### config.mk
export PLATFORM = sky130hd
export DESIGN_NAME = tea_encrypt_core
export DESIGN_NICKNAME = d
export VERILOG_FILES = /design/src/rtl/tea_encrypt_core.sv
export SDC_FILE = /design/constraint.sdc
export NUM_CORES = 1
export LEC_CHECK = 0
export BUFFER_PORTS_ARGS = -buffer_cell sky130_fd_sc_hd__buf_2
export CORE_MARGIN = 4
export CORE_UTILIZATION = 50
export CTS_BUF_LIST = sky130_fd_sc_hd__clkbuf_8
export DETAILED_ROUTE_END_ITERATION = 7
export PLACE_DENSITY = 0.72
export SYNTH_ARGS = -nofsm -noshare
export SYNTH_HDL_FRONTEND = slang
export SYNTH_SLANG_ARGS = --single-unit
### constraint.sdc
create_clock -name clk -period 8.5 [get_ports clk]
set_clock_uncertainty 0.1 [all_clocks]
set_input_delay 1.7 -clock clk [delete_from_list [all_inputs] [get_ports clk]]
set_output_delay 1.7 -clock clk [all_outputs]
set_load 0.01 [all_outputs]
### src/rtl/tea_encrypt_core.sv
// Iterative TEA encryption: one combinational tea_round per clock, ROUNDS times per block.
// Block enters and ciphertext leaves over independent valid/ready handshakes.

module tea_round (
   input  logic [63:0]  idata,
   input  logic [31:0]  sum,
   input  logic [127:0] key,
   output logic [63:0]  odata
);
   logic [31:0] v0, v1, k0, k1, k2, k3;
   logic [31:0] v0_new, v1_new;

   assign v0 = idata[63:32];
   assign v1 = idata[31:0];
   assign k0 = key[127:96];
   assign k1 = key[95:64];
   assign k2 = key[63:32];
   assign k3 = key[31:0];

   // v1 half uses the already-updated v0, as in the reference algorithm
   assign v0_new = v0 + (((v1 << 4) + k0) ^ (v1 + sum) ^ ((v1 >> 5) + k1));
   assign v1_new = v1 + (((v0_new << 4) + k2) ^ (v0_new + sum) ^ ((v0_new >> 5) + k3));

   assign odata = {v0_new, v1_new};
endmodule

module tea_encrypt_core #(
   parameter int unsigned ROUNDS = 32,
   parameter logic [31:0] DELTA  = 32'h9E3779B9
) (
   input  logic         clk,
   input  logic         rst,
   input  logic         in_valid,
   output logic         in_ready,
   input  logic [63:0]  in_data,
   input  logic [127:0] in_key,
   output logic         out_valid,
   input  logic         out_ready,
   output logic [63:0]  out_data,
   output logic         busy
);
   localparam logic [1:0] S_IDLE = 2'd0;
   localparam logic [1:0] S_RUN  = 2'd1;
   localparam logic [1:0] S_DONE = 2'd2;
   localparam logic [7:0] LAST_CNT = 8'(ROUNDS - 1);

   logic [1:0]   state_q, state_d;
   logic [63:0]  data_q, data_d;
   logic [127:0] key_q, key_d;
   logic [31:0]  sum_q, sum_d;
   logic [7:0]   cnt_q, cnt_d;
   logic         out_valid_q, out_valid_d;

   logic [31:0]  round_sum;
   logic [63:0]  round_odata;

   assign round_sum = sum_q + DELTA;

   tea_round u_round (
      .idata (data_q),
      .sum   (round_sum),
      .key   (key_q),
      .odata (round_odata)
   );

   always_comb begin
      state_d     = state_q;
      data_d      = data_q;
      key_d       = key_q;
      sum_d       = sum_q;
      cnt_d       = cnt_q;
      out_valid_d = out_valid_q;
      case (state_q)
         S_IDLE: begin
            if (in_valid) begin
               data_d  = in_data;
               key_d   = in_key;
               sum_d   = 32'd0;
               cnt_d   = 8'd0;
               state_d = S_RUN;
            end
         end
         S_RUN: begin
            data_d = round_odata;
            sum_d  = round_sum;
            cnt_d  = cnt_q + 8'd1;
            if (cnt_q == LAST_CNT) begin
               state_d     = S_DONE;
               out_valid_d = 1'b1;
            end
         end
         S_DONE: begin
            if (out_ready) begin
               out_valid_d = 1'b0;
               state_d     = S_IDLE;
            end
         end
         default: begin
            state_d     = S_IDLE;
            out_valid_d = 1'b0;
         end
      endcase
   end

   always_ff @(posedge clk or negedge rst) begin
      if (!rst) begin
         state_q     <= S_IDLE;
         data_q      <= 64'd0;
         key_q       <= 128'd0;
         sum_q       <= 32'd0;
         cnt_q       <= 8'd0;
         out_valid_q <= 1'b0;
      end else begin
         state_q     <= state_d;
         data_q      <= data_d;
         key_q       <= key_d;
         sum_q       <= sum_d;
         cnt_q       <= cnt_d;
         out_valid_q <= out_valid_d;
      end
   end

   // Status outputs decode straight from state so reset clears them without waiting for a clock
   assign in_ready  = (state_q == S_IDLE);
   assign busy      = (state_q == S_RUN) || (state_q == S_DONE);
   assign out_valid = out_valid_q;
   assign out_data  = data_q;
endmodule

# Word level (Yosys, flattened, before mapping)
# Index checks and enable logic that the tools add are counted.
# op_classes
n_reduce_logical,7
mul,0
mux,13
div_mod_pow,0
addsub,10
eq_ne,6
n_bitwise,5
shift,0
order_cmp,0
# ops
cell,n
$add 32x32->32,6
$pmux 64 s2,1
$xor 32x32->32,4
$add 27x32->32,2
$mux 64,1
$pmux 32 s2,1
$add 32x32->32 const B,1
$mux 32,1
$pmux 8 s2,1
$add 8x1->8 const B,1
$eq 8x5->1 const B,1
$mux 8,1
$mux 2,3
$ne 2x2->1 const B,3
$pmux 2 s3,1
$reduce_and 3->1,2
$reduce_and 2->1,2
$pmux 1 s3,1
$eq 2x1->1 const B,1
$eq 2x2->1 const B,1
$logic_not 2->1,1
$mux 1,2
$reduce_bool 2->1,1
$logic_or 1x1->1,1
$not 1->1,1
# totals
n_memories,0
output_inout_bits,67
latch_bits,0
rom_bits,0
regBits,235
mem_bits_rw,0

# Logic depth before layout (Yosys ltp)
# Gate-level depths: netlist of the first run.
# depth
word_depth,10
ltp_mapped,49
depth_no_buf,49

# Cells and area by module
# A second synthesis of the first run with hierarchy kept.
# hier_totals
hier_cells,2473
hier_area_um2,22514.1
# by_module_without_submodules
module,cells_per_inst,n_inst,area_per_inst_um2,seq_area_each_um2
tea_round,1587,1,12119.1,0.0
tea_encrypt_core,886,1,10395.0,5880.6

# Worst setup path before layout of the first run
# OpenSTA, ideal clock, no wires.
# synth_path
path_type,reg2reg
from,register sum_q[0]
to,register data_q[31] (netlist: out_data[31])
t_required_ps,8296
path_buffers,0
setup_slack_ps,-744
t_arrival_ps,9040
path_stages_with_launch,43
cell_sequence,dfrtp_1 ha_1 a2111oi_2 nor2b_1 o31a_1 a21oi_1 xor2_1 ha_1 o21ai_0 nand2b_1 and3_1 a2111oi_0 or3_1 nor2b_1 xnor2_1 xnor2_1 ha_1 a21o_1 [7 not listed] a211oi_1 o21ai_0 a21o_1 a21o_1 xnor2_1 xnor2_1 ha_1 a21o_1 a21o_1 a21oi_1 nor2b_1 a311o_1 o2111ai_2 a31oi_1 xnor2_2 xnor3_1 xnor3_1 a221oi_1
# synth_via
elab_chain_cells,10
# synth_lines
item,line_no,source
start: declaration,50,"logic [31:0] sum_q, sum_d;"
start signal: assignment,117,sum_q <= sum_d;
$add 32x32->32 (*),57,assign round_sum = sum_q + DELTA;
$add 32x32->32,21,assign v0_new = v0 + (((v1 << 4) + k0) ^ (v1 + sum) ^ ((v1 >> 5) + k1));
$xor 32x32->32 (2 in a row),21,
$add 32x32->32,21,
$add 32x32->32,22,assign v1_new = v1 + (((v0_new << 4) + k2) ^ (v0_new + sum) ^ ((v0_new >> 5) + k3));
$xor 32x32->32,22,
$xor 32x32->32 (*),22,
$add 32x32->32 (*),22,
$pmux 64 s2 (*),73,case (state_q)
end signal: assignment,115,data_q <= data_d;
end: declaration,48,"logic [63:0] data_q, data_d;"
# Every way passes the cells marked *; elsewhere a longest branch is shown, timed or not.
# A chain may end at the register's enable or synchronous reset.

# Worst setup path after layout of the first run
# layout_path
from,register sum_q[1]
to,register data_q[31] (netlist: out_data[31])
# Same word-level chain as after synthesis.

==> results of run 1 <==
==> timing repair <==
action | CTS | global route
pin swaps | 140 | 149
resized for setup | 120 | 173
buffers inserted | 40 | 32
endpoints found under the setup margin | 12 | 17
==> synthesized netlist by cell type, drive strengths merged, types with 10 or more instances <==
| cell type | number | area, µm² |
|---|---|---|
| o21a | 28 | 210 |
| o211ai | 11 | 87.6 |
| or3 | 11 | 68.8 |
| dfrtp | 235 | 5880 |
| nor2b | 25 | 156 |
| a21oi | 215 | 1080 |
| inv | 64 | 240 |
| o21bai | 28 | 210 |
| buf | 10 | 38.8 |
| nand2b | 34 | 213 |
| nor3 | 28 | 145 |
| o31ai | 21 | 163 |
| nor2 | 124 | 465 |
| clkbuf | 47 | 176 |
| a22o | 19 | 166 |
| o21ai | 166 | 835 |
| a2111oi | 10 | 100 |
| a31oi | 21 | 131 |
| xnor2 | 307 | 2700 |
| ha | 255 | 3190 |
| nand2 | 162 | 608 |
| a211oi | 15 | 113 |
| xor2 | 78 | 683 |
| nand4 | 23 | 144 |
| and3 | 20 | 130 |
| mux2 | 128 | 1440 |
| a21o | 133 | 998 |
| a21boi | 10 | 75.1 |
| mux2i | 45 | 450 |
| nand3 | 34 | 170 |
==> state kept, by name, summed over array words and instances (netlist names) <==
| name | flops |
|---|---|
| out_data | 64 |
| cnt_q | 8 |
| state_q | 2 |
| key_q | 128 |
| out_valid | 1 |
| sum_q | 32 |
==> worst max-delay path: cells and delay by family, from the launching register on <==
family,cells,cell delay [ns]
flip-flops,1,0.42
adder cells (fa/ha/maj),5,1.34
AO/OA/AOI/OAI,18,3.84
buffers and inverters,3,0.53
AND/OR/NAND/NOR,5,0.71
XOR/XNOR,12,2.13
==> worst max path at each step <==
stage	slack, ns	startpoint	endpoint
global route	-1.17	sum_q[0]$_DFFE_PN0P_	out_data[31]$_DFFE_PN0P_
finish	-0.71	sum_q[1]$_DFFE_PN0P_	out_data[31]$_DFFE_PN0P_
global placement	-0.74	sum_q[1]$_DFFE_PN0P_	out_data[31]$_DFFE_PN0P_
detailed placement	-1.01	sum_q[1]$_DFFE_PN0P_	out_data[31]$_DFFE_PN0P_
floorplan	-0.18	sum_q[0]$_DFFE_PN0P_	out_data[31]$_DFFE_PN0P_
CTS	-0.68	sum_q[0]$_DFFE_PN0P_	out_data[31]$_DFFE_PN0P_
==> final cells by class <==
type	instances	area (µm²)
fillers	3252	12000
well taps	585	732
flip-flops and latches	235	5880
clock buffers	53	729
repair buffers	909	6250
inverters	64	240
clock inverters	27	180
diodes	1	2.50
multi-input cells	2051	17300
==> metrics by stage <==
step                      area [µm²]  TNS, ns  hold WS (ns)
after floorplan                22200   -0.178         0.372
after global placement         28400    -3.24         0.385
after CTS                      30200    -1.72         0.417
after global routing           31300    -9.10         0.429
after detailed placement       28400    -5.49         0.387
final                          31300    -4.00         0.412
==> logic make-up after synthesis <==
kind of cell | Yosys count | synth area share (%)
adders and majority gates | 263 | 15.2
muxes | 173 | 8.58
buffers and inverters | 121 | 2.07
and+or+nand+nor | 491 | 10.5
AOI/OAI and AO/OA | 737 | 21.4
DFF | 235 | 26.7
xor gates and xnor gates | 387 | 15.6
==> routing by layer <==
layer | part of all wire [%] | vias up | track usage (%)
li1 | - | 10600 | -
met3 | 7.9 | 189 | 4.36
met5 | 0 | - | 0
met1 | 44 | 11000 | 44.9
met4 | 3.5 | 0 | 10.8
met2 | 45 | 982 | 51.5
==> results.env, run 1 <==
FMAXACHIEVABLE_GHz=0.109
CRIT_REQUIRED_NS=8.93
CRITICAL_PATH_PEAK_FANOUT=4
INITIAL_CORE_UTIL_PCT=50.8
SYNTH_FF_TYPE='sky130_fd_sc_hd__dfrtp_1'
DRV_CAP=0
ROWS=76
DR_PASS1_ITERATIONS=5
CTS_MAX_PATH_BUFFERS=3
SYN_AREA_PER_CELL_UM2=9.16
FINAL.SETUP.WORST_SLACK_NS=-0.707
CRITICAL_PATH.MAX_STAGE_DELAY_NS=0.42
TIGHTESTPINTRANSITION_NS=1.15
POSTLAYOUTCOREUTIL_PCT=72.2
CORE_REGION_AREA_UM2=43400
DIE_AREA_UM2=47500
INSTANCES_NO_FILL=3925
ANTENNA_FOUND_INITIAL=0
ANT_NETS=0
POST_SYNTH_NUM_CELL_TYPES=78
CLOCK-SINKS=235
MAPPEDNETLISTNETS=2866
SETUP_VIOL_COUNT_FINAL=9
GRT_RESOURCE_USAGE_TOTAL_PCT=32.1
PLACED_CELLS=3778
SYNTHTOLAYOUTAREAGROWTH_PCT=42.0
REPORT.FINAL.HOLD_VIOL_COUNT=0
VIA_PER_INST=5.80
POST_CTS_HOLD_BUFFER_COUNT=0
VIA_COUNT=22800
CP.ARRIVAL_NS=9.63
CTS.CLK_SLEW.WORST_PATHS_NS=0.06
DP_SLACK_NS=-1.01
TIMING.FINAL.CRIT_SHARE_PCT=108
OUTCOME='complete, but fails checks'
ROUTEDWLPERCELL_UM=20.5
SYNTH.YOSYS.SEQ_AREA_SHARE_PCT=26.7
GRT_MAX_DEGREE=166
CRIT_PATH_END_KIND='register'
DRC=0
RD_PLACE_CONGESTION=0.995
YS_SEQ_ELEMENTS=235
CTS_TREE='yes'
DRT-TOTAL-WL_UM=80300
TIMING_MAX_TRANSITION_VIOLATIONS_FINAL=0
DIE-WIDTH_UM=218
WORST_HOLD_PATH_CELLS=1
GLOBALROUTEOVERFLOWTOTAL=0
CTS_INSERTED_BUFFERS=45
SLOWEST_STAGE='sky130_fd_sc_hd__dfrtp_1'
HTREE_NUM_LEVELS=2
WORST-R2R-CELL-COUNT=43
WORST_SLEW_MARGIN_REL_PCT=23.0
CRIT-REG2REG-LAUNCH='sum_q[1]$_DFFE_PN0P_'
DP_HPWL_UM=61700
PIN_COUNT=263
HP-START='key_q[40]$_DFFE_PN0P_'
MOSTFREQUENTLAYOUTCELL='sky130_fd_sc_hd__buf_4'
POST_ROUTE_CELLS_DRIVE_ABOVE_1_SHARE_PCT=40.6
POSTSYNTHCELLCOUNT=2407
CRITICAL_PATH_CLASS='reg2reg'
FINALCRITICALPERIOD_NS=9.21
FF2FF_SETUP_SLACK_NS=-0.71
SYNTHARSTFLOPSHARE_PCT=100
COUNT_OF_FLIP_FLOPS_WITH_A_BUILT_IN_ENABLE_AFTER_SYNTHESIS=0
VIOLATIONS='negative setup slack'
NUM-NETS-FINAL=3765
FIRST_GLOBAL_VIAS=22700
CLASS_OF_THE_MOST_CRITICAL_HOLD_TIMING_PATH='reg2reg'
CLOCKROOTBUFFER='sky130_fd_sc_hd__clkbuf_8'
MOST-COMMON-LAYOUT-CELLS='sky130_fd_sc_hd__buf_4 (630), sky130_fd_sc_hd__buf_2 (261), sky130_fd_sc_hd__xnor2_1 (260), sky130_fd_sc_hd__dfrtp_1 (234), sky130_fd_sc_hd__ha_1 (219)'
CLOCK_INSERTION_DELAY_WORST_SKEW_NS=0.64
MIN_TO='key_q[40]$_DFFE_PN0P_'
WORSTREG2REGEND='out_data[31]$_DFFE_PN0P_'
GRT_PASS1_WL_UM=121000
RSZ_0062_RAISED_AFTER_GLOBAL_ROUTING='yes'
FIRST_ITER_VIOLATIONS=1853
DIE_HEIGHT_UM=218
IO_BUFFER_COUNT=262
CRIT_PATH_START_KIND='register'
NUMBER_OF_WARNINGS_PRINTED_DURING_YOSYS_SYNTHESIS=0
SYN-CELL-AREA_UM2=22000
Power of run 1 is left out: the tool's default activity adds up to more than one toggle a clock period on the data nets, which glitch-free logic cannot reach.
==> run 2, diff against run 1 <==
Settings changed: SKIP_LAST_GASP set to 1.
==> results.env, run 2 (same netlist as run 1, synthesis figures left out) <==
OUTCOME='complete, but fails checks'
VIOLATIONS='negative setup slack'
FINAL.SETUP.WORST_SLACK_NS=-0.716
DRV_CAP=0
TIMING.FINAL.CRIT_SHARE_PCT=108
NUM-NETS-FINAL=3765
ROUTEDWLPERCELL_UM=20.4
PIN_COUNT=263
CTS_MAX_PATH_BUFFERS=3
TOPROUTINGLAYERUSED='met4'
ANTENNA_FOUND_INITIAL=0
CRIT_BUF_INV=5
CP.ARRIVAL_NS=9.64
INSTANCES_NO_FILL=3925
CLASS_OF_THE_MOST_CRITICAL_HOLD_TIMING_PATH='reg2reg'
CRIT_PATH_START_KIND='register'
IO_BUFFER_COUNT=262
TIGHTESTPINTRANSITION_NS=1.17
GLOBALROUTEOVERFLOWTOTAL=0
FINALCRITICALPERIOD_NS=9.22
FF2FF_SETUP_SLACK_NS=-0.72
CLOCKROOTBUFFER='sky130_fd_sc_hd__clkbuf_8'
ANT_NETS=0
FIRST_GLOBAL_VIAS=22700
FMAXACHIEVABLE_GHz=0.109
WORST_SLEW_MARGIN_REL_PCT=21.9
GRT_RESOURCE_USAGE_TOTAL_PCT=32.1
SETUP_VIOL_COUNT_FINAL=9
CTS_INSERTED_BUFFERS=45
CLOCK_INSERTION_DELAY_WORST_SKEW_NS=0.64
PLACED_CELLS=3778
LARGEST_REGISTER_FFS=128
RD_PLACE_CONGESTION=0.995
CRITICAL_PATH_CLASS='reg2reg'
SYNTHTOLAYOUTAREAGROWTH_PCT=42.0
REGMOSTFLOPS='key_q'
DRT-TOTAL-WL_UM=80300
CTS_TREE='yes'
FIRST_ITER_VIOLATIONS=1900
CTS.CLK_SLEW.WORST_PATHS_NS=0.06
KIND_OF_CELL_WITH_THE_HIGHEST_COMBINED_DELAY_ON_THE_CRITICAL_PATH='compound AO/OA/AOI/OAI gates'
NFILLCELLS=3251
VIA_PER_INST=5.82
POST_ROUTE_CELLS_DRIVE_ABOVE_1_SHARE_PCT=40.5
CLOCK-SINKS=235
WORST_PATH_MOST_REPEATED_CELL='sky130_fd_sc_hd__xnor2_1'
MOST-COMMON-LAYOUT-CELLS='sky130_fd_sc_hd__buf_4 (630), sky130_fd_sc_hd__xnor2_1 (261), sky130_fd_sc_hd__buf_2 (261), sky130_fd_sc_hd__dfrtp_1 (234), sky130_fd_sc_hd__ha_1 (219)'
HTREE_NUM_LEVELS=2
DIE-WIDTH_UM=218
MOSTFREQUENTLAYOUTCELL='sky130_fd_sc_hd__buf_4'
DIE_HEIGHT_UM=218
POST_CTS_HOLD_BUFFER_COUNT=0
ROUTEDLENGTHMET1_UM=35200
DRC=0
GRT_PASS1_WL_UM=121000
CRIT_PATH_END_KIND='register'
CRITICAL_PATH.MAX_STAGE_DELAY_NS=0.43
DIE_AREA_UM2=47500
RSZ_0062_RAISED_AFTER_GLOBAL_ROUTING='yes'
CRIT_REQUIRED_NS=8.93
DR_PASS1_ITERATIONS=5
INITIAL_CORE_UTIL_PCT=50.8
GRT_MAX_DEGREE=166
DR_WL_MET2_UM=36000
ROUTE.MET3.WL_UM=6210
CRITICAL_PATH_PEAK_FANOUT=4
CORE_REGION_AREA_UM2=43400
TIMING_MAX_TRANSITION_VIOLATIONS_FINAL=0
ROWS=76
VIA_COUNT=22800
DP_HPWL_UM=61700
REPORT.FINAL.HOLD_VIOL_COUNT=0
SLOWEST_STAGE='sky130_fd_sc_hd__dfrtp_2'
## run 2: cell type report
cell class                      count  area [µm²]  area share [%]
Multi-Input combinational cell   2051       17300            55.2
Timing Repair Buffer              909        6250            20.0
Sequential cell                   235        5880            18.8
Tap cell                          585         732            2.34
Clock buffer                       53         729            2.33
Inverter                           64         240           0.767
Clock inverter                     27         180           0.576
Antenna cell                        1        2.50         0.00799
## run 2: per-stage QoR
stage               util (%)  hold slack (ns)  cell area (µm²)  setup TNS (ns)  worst slack (ns)
global placement        65.6            0.385            28400           -3.24            -0.741
global route            72.2            0.429            31300           -9.11             -1.17
floorplan                  -            0.372            22200          -0.178            -0.178
CTS                     69.7            0.417            30200           -1.76            -0.679
detailed placement      65.6            0.387            28400           -5.49             -1.01
finish                  72.2            0.412            31300           -4.00            -0.716
## run 2: timing repair
action / in CTS / in global routing
setup buffers: 40 / 32
pin swaps: 140 / 148
cloned: 0 / 0
resized for setup: 119 / 172
endpoints found under the setup margin: 12 / 17
## run 2: metal layers
layer | up-vias | track usage [%]
li1 | 10600 | -
met1 | 11100 | 44.9
met2 | 1000 | 51.5
met3 | 181 | 4.36
met4 | 0 | 10.8
met5 | - | 0
## run 2: final timing paths
kind                                       start  cells past startpoint                       end
max                         sum_q[0]$_DFFE_PN0P_                     40  out_data[31]$_DFFE_PN0P_
max in group asynchronous                    rst                      2    key_q[113]$_DFFE_PN0P_
min reg2reg                key_q[40]$_DFFE_PN0P_                      1     key_q[40]$_DFFE_PN0P_
min                        key_q[40]$_DFFE_PN0P_                      1     key_q[40]$_DFFE_PN0P_
min in group asynchronous                    rst                      1     key_q[40]$_DFFE_PN0P_
max reg2reg                 sum_q[0]$_DFFE_PN0P_                     40  out_data[31]$_DFFE_PN0P_
Power of run 2 is left out for the same reason.
